`src/rtl/hazard_pkg.sv`:
```
// Shared definitions for the hazard scoreboard: forwarding select encodings
// and the scoreboard counter width helper.
package hazard_pkg;

    localparam logic [1:0] FWD_RF  = 2'b00;
    localparam logic [1:0] FWD_EX  = 2'b01;
    localparam logic [1:0] FWD_MEM = 2'b10;

    // Bits needed to hold the longest pending-write count.
    function automatic int unsigned lat_width(input int unsigned load_lat,
                                              input int unsigned mul_lat,
                                              input int unsigned wb_dist);
        int unsigned max_lat;
        max_lat = (load_lat > mul_lat) ? load_lat : mul_lat;
        return (max_lat + wb_dist < 2) ? 1 : $clog2(max_lat + wb_dist + 1);
    endfunction

endpackage

```
`src/rtl/hazard_sb_cnt.sv`:
```
// One scoreboard entry: saturating down-counter with a priority load.
module hazard_sb_cnt #(
    parameter int unsigned CNT_W = 3
) (
    input  logic             clk,
    input  logic             rst_n,
    input  logic             load,
    input  logic [CNT_W-1:0] load_val,
    output logic [CNT_W-1:0] cnt
);

    // A reload in the same cycle wins over the decrement.
    always_ff @(posedge clk) begin
        if (!rst_n) begin
            cnt <= '0;
        end else if (load) begin
            cnt <= load_val;
        end else if (cnt != '0) begin
            cnt <= cnt - CNT_W'(1);
        end
    end

endmodule

```
`src/rtl/hazard_scoreboard.sv`:
```
// Decode-side hazard unit: per-register pending-write scoreboard, EX/MEM
// destination tracking, stall/flush generation, forwarding and branch resolve.
module hazard_scoreboard
    import hazard_pkg::*;
#(
    parameter int unsigned DATA_W   = 16,
    parameter int unsigned ADDR_W   = 4,
    parameter int unsigned LOAD_LAT = 2,
    parameter int unsigned MUL_LAT  = 4,
    parameter int unsigned WB_DIST  = 2
) (
    input  logic              clk,
    input  logic              rst_n,
    input  logic              issue_valid_d,
    input  logic [ADDR_W-1:0] src1_addr_d,
    input  logic [ADDR_W-1:0] src2_addr_d,
    input  logic              src2_used_d,
    input  logic [DATA_W-1:0] src1_data_d,
    input  logic [DATA_W-1:0] src2_data_d,
    input  logic [ADDR_W-1:0] rd_addr_d,
    input  logic              reg_write_d,
    input  logic              is_load_d,
    input  logic              is_mul_d,
    input  logic              branch_d,
    input  logic              fwd_en,
    input  logic              flush_req,
    output logic              stall_f,
    output logic              stall_d,
    output logic              flush_d,
    output logic              flush_e,
    output logic [1:0]        fwd_a,
    output logic [1:0]        fwd_b,
    output logic              branch_taken,
    output logic              mul_busy
);

    localparam int unsigned NREG  = 2 ** ADDR_W;
    localparam int unsigned CNT_W = lat_width(LOAD_LAT, MUL_LAT, WB_DIST);
    localparam int unsigned MUL_W = (MUL_LAT < 2) ? 1 : $clog2(MUL_LAT + 1);

    logic [CNT_W-1:0]  cnt [NREG];
    logic [CNT_W-1:0]  load_val;
    logic [MUL_W-1:0]  mul_cnt;
    logic [ADDR_W-1:0] ex_rd;
    logic              ex_wr;
    logic [ADDR_W-1:0] mem_rd;
    logic              mem_wr;
    logic              issue;
    logic              data_haz;
    logic              struct_haz;
    logic              hazard;

    // Pending-write count for the decode destination.
    always_comb begin
        load_val = '0;
        if (is_load_d) begin
            load_val = CNT_W'(LOAD_LAT - 1);
        end else if (is_mul_d) begin
            load_val = CNT_W'(MUL_LAT - 1);
        end
        if (!fwd_en) begin
            load_val = load_val + CNT_W'(WB_DIST);
        end
    end

    for (genvar g = 0; g < NREG; g++) begin : g_sb
        hazard_sb_cnt #(
            .CNT_W (CNT_W)
        ) u_cnt (
            .clk      (clk),
            .rst_n    (rst_n),
            .load     (issue & reg_write_d & (rd_addr_d == ADDR_W'(g))),
            .load_val (load_val),
            .cnt      (cnt[g])
        );
    end

    // Multiplier occupancy: reloads on every multiply that issues.
    always_ff @(posedge clk) begin
        if (!rst_n) begin
            mul_cnt <= '0;
        end else if (issue && is_mul_d) begin
            mul_cnt <= MUL_W'(MUL_LAT);
        end else if (mul_cnt != '0) begin
            mul_cnt <= mul_cnt - MUL_W'(1);
        end
    end

    // Destination tracking; a stalled or empty decode slot becomes a bubble.
    always_ff @(posedge clk) begin
        if (!rst_n) begin
            ex_rd  <= '0;
            ex_wr  <= 1'b0;
            mem_rd <= '0;
            mem_wr <= 1'b0;
        end else begin
            ex_rd  <= issue ? rd_addr_d : ex_rd;
            ex_wr  <= issue & reg_write_d;
            mem_rd <= ex_rd;
            mem_wr <= ex_wr;
        end
    end

    always_comb begin
        mul_busy     = (mul_cnt != '0);
        data_haz     = issue_valid_d &
                       ((cnt[src1_addr_d] != '0) | (src2_used_d & (cnt[src2_addr_d] != '0)));
        struct_haz   = issue_valid_d & is_mul_d & mul_busy;
        hazard       = data_haz | struct_haz;
        stall_f      = hazard;
        stall_d      = hazard;
        issue        = issue_valid_d & ~hazard;
        branch_taken = issue & branch_d & (src1_data_d != src2_data_d);
        flush_d      = branch_taken;
        flush_e      = hazard | (branch_taken & flush_req);
    end

    // Operand selects: youngest in-flight producer wins.
    always_comb begin
        fwd_a = FWD_RF;
        fwd_b = FWD_RF;
        if (fwd_en && (cnt[src1_addr_d] == '0)) begin
            if (ex_wr && (ex_rd == src1_addr_d)) begin
                fwd_a = FWD_EX;
            end else if (mem_wr && (mem_rd == src1_addr_d)) begin
                fwd_a = FWD_MEM;
            end
        end
        if (fwd_en && src2_used_d && (cnt[src2_addr_d] == '0)) begin
            if (ex_wr && (ex_rd == src2_addr_d)) begin
                fwd_b = FWD_EX;
            end else if (mem_wr && (mem_rd == src2_addr_d)) begin
                fwd_b = FWD_MEM;
            end
        end
    end

endmodule

```
`config.mk`:
```
export PLATFORM = sky130hd
export DESIGN_NAME = hazard_scoreboard
export DESIGN_NICKNAME = d
export VERILOG_FILES = /design/src/rtl/hazard_pkg.sv /design/src/rtl/hazard_sb_cnt.sv /design/src/rtl/hazard_scoreboard.sv
export SDC_FILE = /design/constraint.sdc
export NUM_CORES = 1
export LEC_CHECK = 0
export ABC_CLOCK_PERIOD_IN_PS = 3050
export BUFFER_PORTS_ARGS = -buffer_cell sky130_fd_sc_hd__buf_2
export CORE_AREA = 5 5 86 127
export CTS_CLUSTER_SIZE = 24
export DETAILED_ROUTE_END_ITERATION = 8
export DIE_AREA = 0 0 91 132
export PLACE_DENSITY = 0.75
export SYNTH_ARGS = -nofsm -noshare
export SYNTH_HDL_FRONTEND = slang
export SYNTH_SLANG_ARGS = --single-unit
export TNS_END_PERCENT = 5
```
`constraint.sdc`:
```
create_clock -name clk -period 3.05 [get_ports clk]
set_input_delay 0.1525 -clock clk [delete_from_list [all_inputs] [get_ports clk]]
set_output_delay 0.1525 -clock clk [all_outputs]
set_load 0.005 [all_outputs]
```
==> results of run 1 <==
worst reg2reg max path: stages (launching register included):
cell	delay (ps)
dfxtp_1	320
nor2_1	200
mux4_2	270
nor4b_1	530
nor4_2	130
buf_4	250
or4_1	660
mux2i_1	170
state kept, by name (all words and copies together) (netlist names):
signal          cells
ex_rd               4
mem_wr              1
mul_cnt             3
g_sb.u_cnt.cnt     48
ex_wr               1
mem_rd              4
path summary, 6_finish.rpt:
path         cells past startpoint                               from                                 to  slack [ps]
max                              7  g_sb[4].u_cnt.cnt[0]$_SDFFE_PN0P_                           fwd_a[1]         170
min                              3                       rd_addr_d[3]              ex_rd[3]$_SDFFE_PN0N_          90
max reg2reg                      7  g_sb[5].u_cnt.cnt[1]$_SDFFE_PN0P_  g_sb[5].u_cnt.cnt[1]$_SDFFE_PN0P_         360
min reg2reg                      2              ex_rd[2]$_SDFFE_PN0N_               mem_rd[2]$_SDFF_PN0_         500
power breakdown:
| part | leakage (uW) | switching (uW) | internal [uW] |
|---|---|---|---|
| Sequential | 0.000503 | 286 | 1090 |
| Clock | 0.000151 | 371 | 709 |
| Combinational | 0.00181 | 1180 | 1010 |
| Total | 0.00247 | 1830 | 2810 |
cell type report:
type,count,area share [%]
multi-input cells,428,57.98
flip-flops and latches,61,23.03
repair buffers,71,7.079
clock buffers,9,4.247
inverters,46,3.256
well taps,115,2.714
clock inverters,7,1.699
Yosys cell counts, types with 10 or more instances:
| master | instances |
|---|---|
| dfxtp_1 | 61 |
| mux2_2 | 11 |
| xor2_1 | 28 |
| a21oi_1 | 10 |
| ha_1 | 35 |
| xnor2_1 | 20 |
| inv_1 | 46 |
| nand2_1 | 91 |
| nor3_1 | 12 |
| nor2b_1 | 23 |
| nor2_1 | 31 |
| clkbuf_1 | 27 |
| nor4_1 | 19 |
| o21ai_0 | 24 |
| mux2i_1 | 54 |
cells by family after synthesis:
kind of cell / after synthesis
adders and majority gates: 35
buffers and inverters: 88
DFF: 61
muxes: 67
AOI/OAI and AO/OA: 53
and+or+nand+nor: 225
xor gates and xnor gates: 48
metrics by stage:
| stage | cell area [um2] | hold WS, ps |
|---|---|---|
| finish | 5303 | 89.61 |
| CTS | 5298 | 88.03 |
| global placement | 4982 | 429.4 |
| global route | 5303 | 114.7 |
| detailed placement | 4982 | 439.9 |
| floorplan | 4684 | 240.5 |
layer usage:
metal | track usage, % | part of all wire, % | up-vias
li1 | - | - | 2043
met5 | 0 | 0 | -
met2 | 38.40 | 54 | 168
met4 | 11.50 | 4.6 | 0
met1 | 20.26 | 35 | 1968
met3 | 3.883 | 5.9 | 48
repair_timing:
| item | in CTS | in global routing |
|---|---|---|
| hold buffers | 0 | 0 |
| resized for setup | 0 | 1 |
| endpoints found under the setup margin | 0 | 2 |
==> metrics.md, run 1 <==
| Metric | Value |
|---|---|
| Buffers from clock root to sink, at most | `2` |
| CP startpoint kind | `flop` |
| Synth top area cells | `dfxtp_1, mux2i_1, ha_1` |
| Sequential-to-total area share from yosys stat | `between 20% and 30%` |
| DP HPWL | `approximately 9.0 mm` |
| Final hold viol count | `0` |
| Chip Width | `slightly above 90 um` |
| Total GRT Usage | `between 20% and 30%` |
| Mean Syn Cell Area | `8.119 um2` |
| RSZ-0062 raised after global routing | `no` |
| Synth Area in XOR/XNOR | `approximately 9%` |
| Post-route setup slack | `roughly 170 ps` |
| CP top delay family | `simple AND/OR/NAND/NOR gates` |
| Num CTS Buffers | `9` |
| Post-synthesis mux area share | `between 10% and 20%` |
| Slowest CP cell | `nand2_1` |
| CP most frequent cell | `nor4_1` |
| Critical path class | `reg2out` |
| Synth Area in Adders | `9.348%` |
| Slew Viols, Final | `0` |
| Commonest non-fill, non-tap cells in the layout | `nand2_1, buf_2, dfxtp_1` |
| Synth area leader | `dfxtp_1` |
| Multi-input gate area in the final layout | `just over 3000 um2` |
| Commonest non-fill, non-tap cell in the layout | `nand2_1` |
| Final min period | `~2900 ps` |
| Synthesized instance count | `slightly below 600` |
| Synth warn | `0` |
| Vias | `~4,200` |
| Placer congestion estimate | `slightly above 0.9` |
| Seq. cell area | `1221 um2` |
| Worst path bufs/invs | `2` |
| PortBufs | `63` |
| Post-Synth Simple-Gate Area | `about a quarter` |
| Fin util | `a little under three fifths` |
| Clock Sinks | `61` |
| Antenna violations before repair | `0` |
| Overall die height | `~130 um` |
| Routed wire length | `about 12 mm` |
| Core area | `9634 um2` |
| Slew HR | `between 40 and 50%` |
| Crit share post-route | `between 90% and 100%` |
| Largest net degree at the start of global routing | `58` |
| Remaining Overflow, GRT | `0` |
| Pleak | `between 0.002 and 0.0025 uW` |
| Total I/O pin count | `64` |
| Setup Viol. Count Final | `0` |
| Vias in the first global route | `about 4,400` |
| Max-cap violation count | `0` |
| Critical Path, Cell by Cell | `nor4_1 > a311oi_1 > o21ai_0 > nand2_1 > buf_4 > nor4_1 > buf_2` |
| Status | `finished clean` |
| Worst VDD drop | `between 0.0003 and 0.0004 V` |
| Synth Register Bits | `between 60 and 70` |
| Clk_lat worst skew | `around 340 ps` |
| Clock transition at path regs | `about 50 ps` |
| CP max stage delay | `roughly 500 ps` |
| Netlist cell types | `45` |
| Ant. Diodes | `0` |
| P&R area growth vs syn | `13.19%` |
| # fillers | `roughly 900` |
| Layout Skew | `about 6.7 ps` |
| CTS tree | `done` |
| First-pass GRT wire length | `between 20 and 25 mm` |
| Placed insts | `721` |
| CP endpoint kind | `output pin` |
| DRT antenna net count | `0` |
| DRT iter0 DRCs | `between 200 and 300` |
| Final #Nets | `706` |
| Setup TNS | `0 ps` |
| Top_reg_cell synth | `dfxtp_1` |
| Compound-gate portion of the synthesized area | `approximately 7.2%` |
| Non-filler cells, final | `between 700 and 800` |
| Place WS | `334.7 ps` |
| Post-synth EDFFs | `0` |
| Crit Path Max Fanout | `19` |
| Starting Density | `between 40% and 50%` |
| Worst-Margin Slew | `slightly above 800 ps` |
| Number of setup buffers added after CTS | `0` |
| HP Class | `in2reg` |
| Drt drc | `0` |
| PD cells | `a little under 900 nW/um2` |
| Die area | `12,010 um2` |
| Share of layout cells above drive strength 1 | `18.01%` |
| H-tree depth | `3` |
| Critical Path RT | `2900 ps` |
| Yosys top cell area share | `26.07%` |
| Pwr Total | `between 4000 and 5000 uW` |
| Synth async-reset ratio | `0%` |
| Synth Net Count | `between 600 and 700` |
| Fmax | `347.3 MHz` |
| Main combinational cell family by area after synthesis | `simple AND/OR/NAND/NOR gates` |
| CP Data Arrival Time | `2730 ps` |
| Drt wl/cell | `between 15 and 20 um` |
| Root Buffer | `clkbuf_16` |
| Routed vias/inst | `~5.7` |
| Post-Synthesis Cell Area | `4684 um2` |
| # rows | `between 40 and 50` |
| Pre-Repair DR Iteration Count | `5` |
No activity file was read; power rests on OpenSTA's default activity.
==> run 2: changes to the inputs <==
--- a/config.mk
+++ b/config.mk
@@ -12,6 +12,7 @@
 export DETAILED_ROUTE_END_ITERATION = 8
 export DIE_AREA = 0 0 91 132
 export PLACE_DENSITY = 0.75
+export SETUP_SLACK_MARGIN = 0.4
 export SYNTH_ARGS = -nofsm -noshare
 export SYNTH_HDL_FRONTEND = slang
 export SYNTH_SLANG_ARGS = --single-unit
==> metrics.md, run 2 (same netlist as run 1, synthesis figures left out) <==
| Metric | Value |
|---|---|
| CP most frequent cell | `nor2_1` |
| Num CTS Buffers | `9` |
| Place WS | `334.7 ps` |
| Non-filler cells, final | `740` |
| Core area | `9634 um2` |
| HP Class | `in2reg` |
| Critical Path, Cell by Cell | `nor2_1 > mux4_2 > nor4b_2 > nor4_1 > nor2_1 > nor3b_1 > buf_2` |
| CP endpoint kind | `output pin` |
| P&R area growth vs syn | `14.56%` |
| Drt wl/cell | `about 17 um` |
| DRT iter0 DRCs | `around 270` |
| Vias in the first global route | `4,403` |
| CP startpoint kind | `flop` |
| Commonest non-fill, non-tap cell in the layout | `nand2_1` |
| Placer congestion estimate | `0.9137` |
| Final min period | `2686 ps` |
| Final #Nets | `709` |
| Crit Path Max Fanout | `5` |
| Buffers from clock root to sink, at most | `2` |
| Vias | `around 4,300` |
| Fmax | `between 300 and 400 MHz` |
| Met3 routed WL | `a little over 600 um` |
| Ant. Diodes | `0` |
| H-tree depth | `3` |
| Clock Sinks | `61` |
| Slew Viols, Final | `0` |
| Clock transition at path regs | `~50 ps` |
| Max reg flops | `48` |
| Overall die height | `around 130 um` |
| Total GRT Usage | `20.38%` |
| Slew HR | `48.79%` |
| Setup TNS | `0 ps` |
| DP HPWL | `roughly 9 mm` |
| Starting Density | `about half` |
| Worst path bufs/invs | `1` |
| Crit share post-route | `about nine tenths` |
| CP top delay family | `simple AND/OR/NAND/NOR gates` |
| DRT antenna net count | `0` |
| Die area | `between 10,000 and 15,000 um2` |
| CP max stage delay | `~660 ps` |
| Root Buffer | `clkbuf_16` |
| Remaining Overflow, GRT | `0` |
| Worst VDD drop | `between 0.0003 and 0.0004 V` |
| # rows | `44` |
| Routed vias/inst | `~5.8` |
| CP Data Arrival Time | `2530 ps` |
| First-pass GRT wire length | `20.09 mm` |
| Chip Width | `91 um` |
| RSZ-0062 raised after global routing | `yes` |
| Placed insts | `721` |
| Setup Viol. Count Final | `0` |
| Antenna violations before repair | `0` |
| Largest regs | `g_sb.u_cnt.cnt x48, ex_rd x4, mem_rd x4` |
| Critical path class | `reg2out` |
| Top reg by flops | `g_sb.u_cnt.cnt` |
| Commonest non-fill, non-tap cells in the layout | `nand2_1, buf_2, dfxtp_1` |
| Routed wire length | `approximately 12 mm` |
| Largest net degree at the start of global routing | `slightly below 60` |
| PD cells | `~880 nW/um2` |
| Drt drc | `0` |
| Pleak | `between 0.002 and 0.0025 uW` |
| Total I/O pin count | `64` |
| Pre-Repair DR Iteration Count | `5` |
| Layout Skew | `around 7 ps` |
| Critical Path RT | `roughly 2900 ps` |
| Metal2 WL | `6.665 mm` |
| Status | `finished clean` |
| CTS tree | `done` |
| Slowest CP cell | `nor4_1` |
| Met1 wire length | `4.350 mm` |
| Final hold viol count | `0` |
| PortBufs | `63` |
| Worst-Margin Slew | `about 770 ps` |
| Post-route setup slack | `approximately 360 ps` |
| Share of layout cells above drive strength 1 | `19.04%` |
| Highest metal used | `met4` |
| Clk_lat worst skew | `roughly 330 ps` |
| Max-cap violation count | `0` |
run 2: path summary, 6_finish.rpt:
path                                      from                           endpoint  slack [ps]  cells after the start
max          g_sb[4].u_cnt.cnt[2]$_SDFFE_PN0P_                           fwd_b[1]         360                      7
min                               rd_addr_d[3]              ex_rd[3]$_SDFFE_PN0N_          90                      3
min reg2reg              ex_rd[2]$_SDFFE_PN0N_               mem_rd[2]$_SDFF_PN0_         500                      2
max reg2reg  g_sb[8].u_cnt.cnt[2]$_SDFFE_PN0P_  g_sb[3].u_cnt.cnt[1]$_SDFFE_PN0P_         480                      8
run 2: layout make-up:
class | count | area, um2
Fill cell | 869 | 4268
Multi-Input combinational cell | 428 | 3112
Sequential cell | 61 | 1221
Timing Repair Buffer | 74 | 401.6
Clock buffer | 9 | 225.2
Inverter | 46 | 172.7
Tap cell | 115 | 143.9
Clock inverter | 7 | 90.09
run 2: per-stage QoR:
step	util [%]	hold WS [ps]	total power [uW]	instance area (um2)
floorplan	-	240.5	3031	4684
global placement	51.71	429.4	3389	4982
detailed placement	51.71	439.9	3543	4982
CTS	55.13	88.03	4655	5311
global route	55.70	114.7	5090	5366
finish	55.70	94.05	4704	5366
run 2: worst reg2reg max path, delay by kind of cell (launching register included):
| family | cells | cell delay [ps] |
|---|---|---|
| DFF | 1 | 350 |
| muxes | 1 | 160 |
| buffers and inverters | 2 | 310 |
| AOI/OAI and AO/OA | 2 | 550 |
| and+or+nand+nor | 3 | 1030 |
run 2: metal layers:
metal / GRT usage, % / vias up
li1: - / 2048
met1: 20.51 / 1995
met2: 37.92 / 160
met3: 3.826 / 58
met4: 12.07 / 0
met5: 0 / -
run 2: report_power, final:
group	leakage, uW	internal, uW	switching [uW]	total (uW)
clock network	0.000151	709	370	1080
logic	0.00184	1040	1200	2240
registers	0.000503	1090	296	1390
run 2: timing repair:
item,in CTS,in global routing
hold buffers,0,0
setup buffers,0,3
endpoints found under the setup margin,17,32
gates resized for setup,3,6
pin swaps,0,2
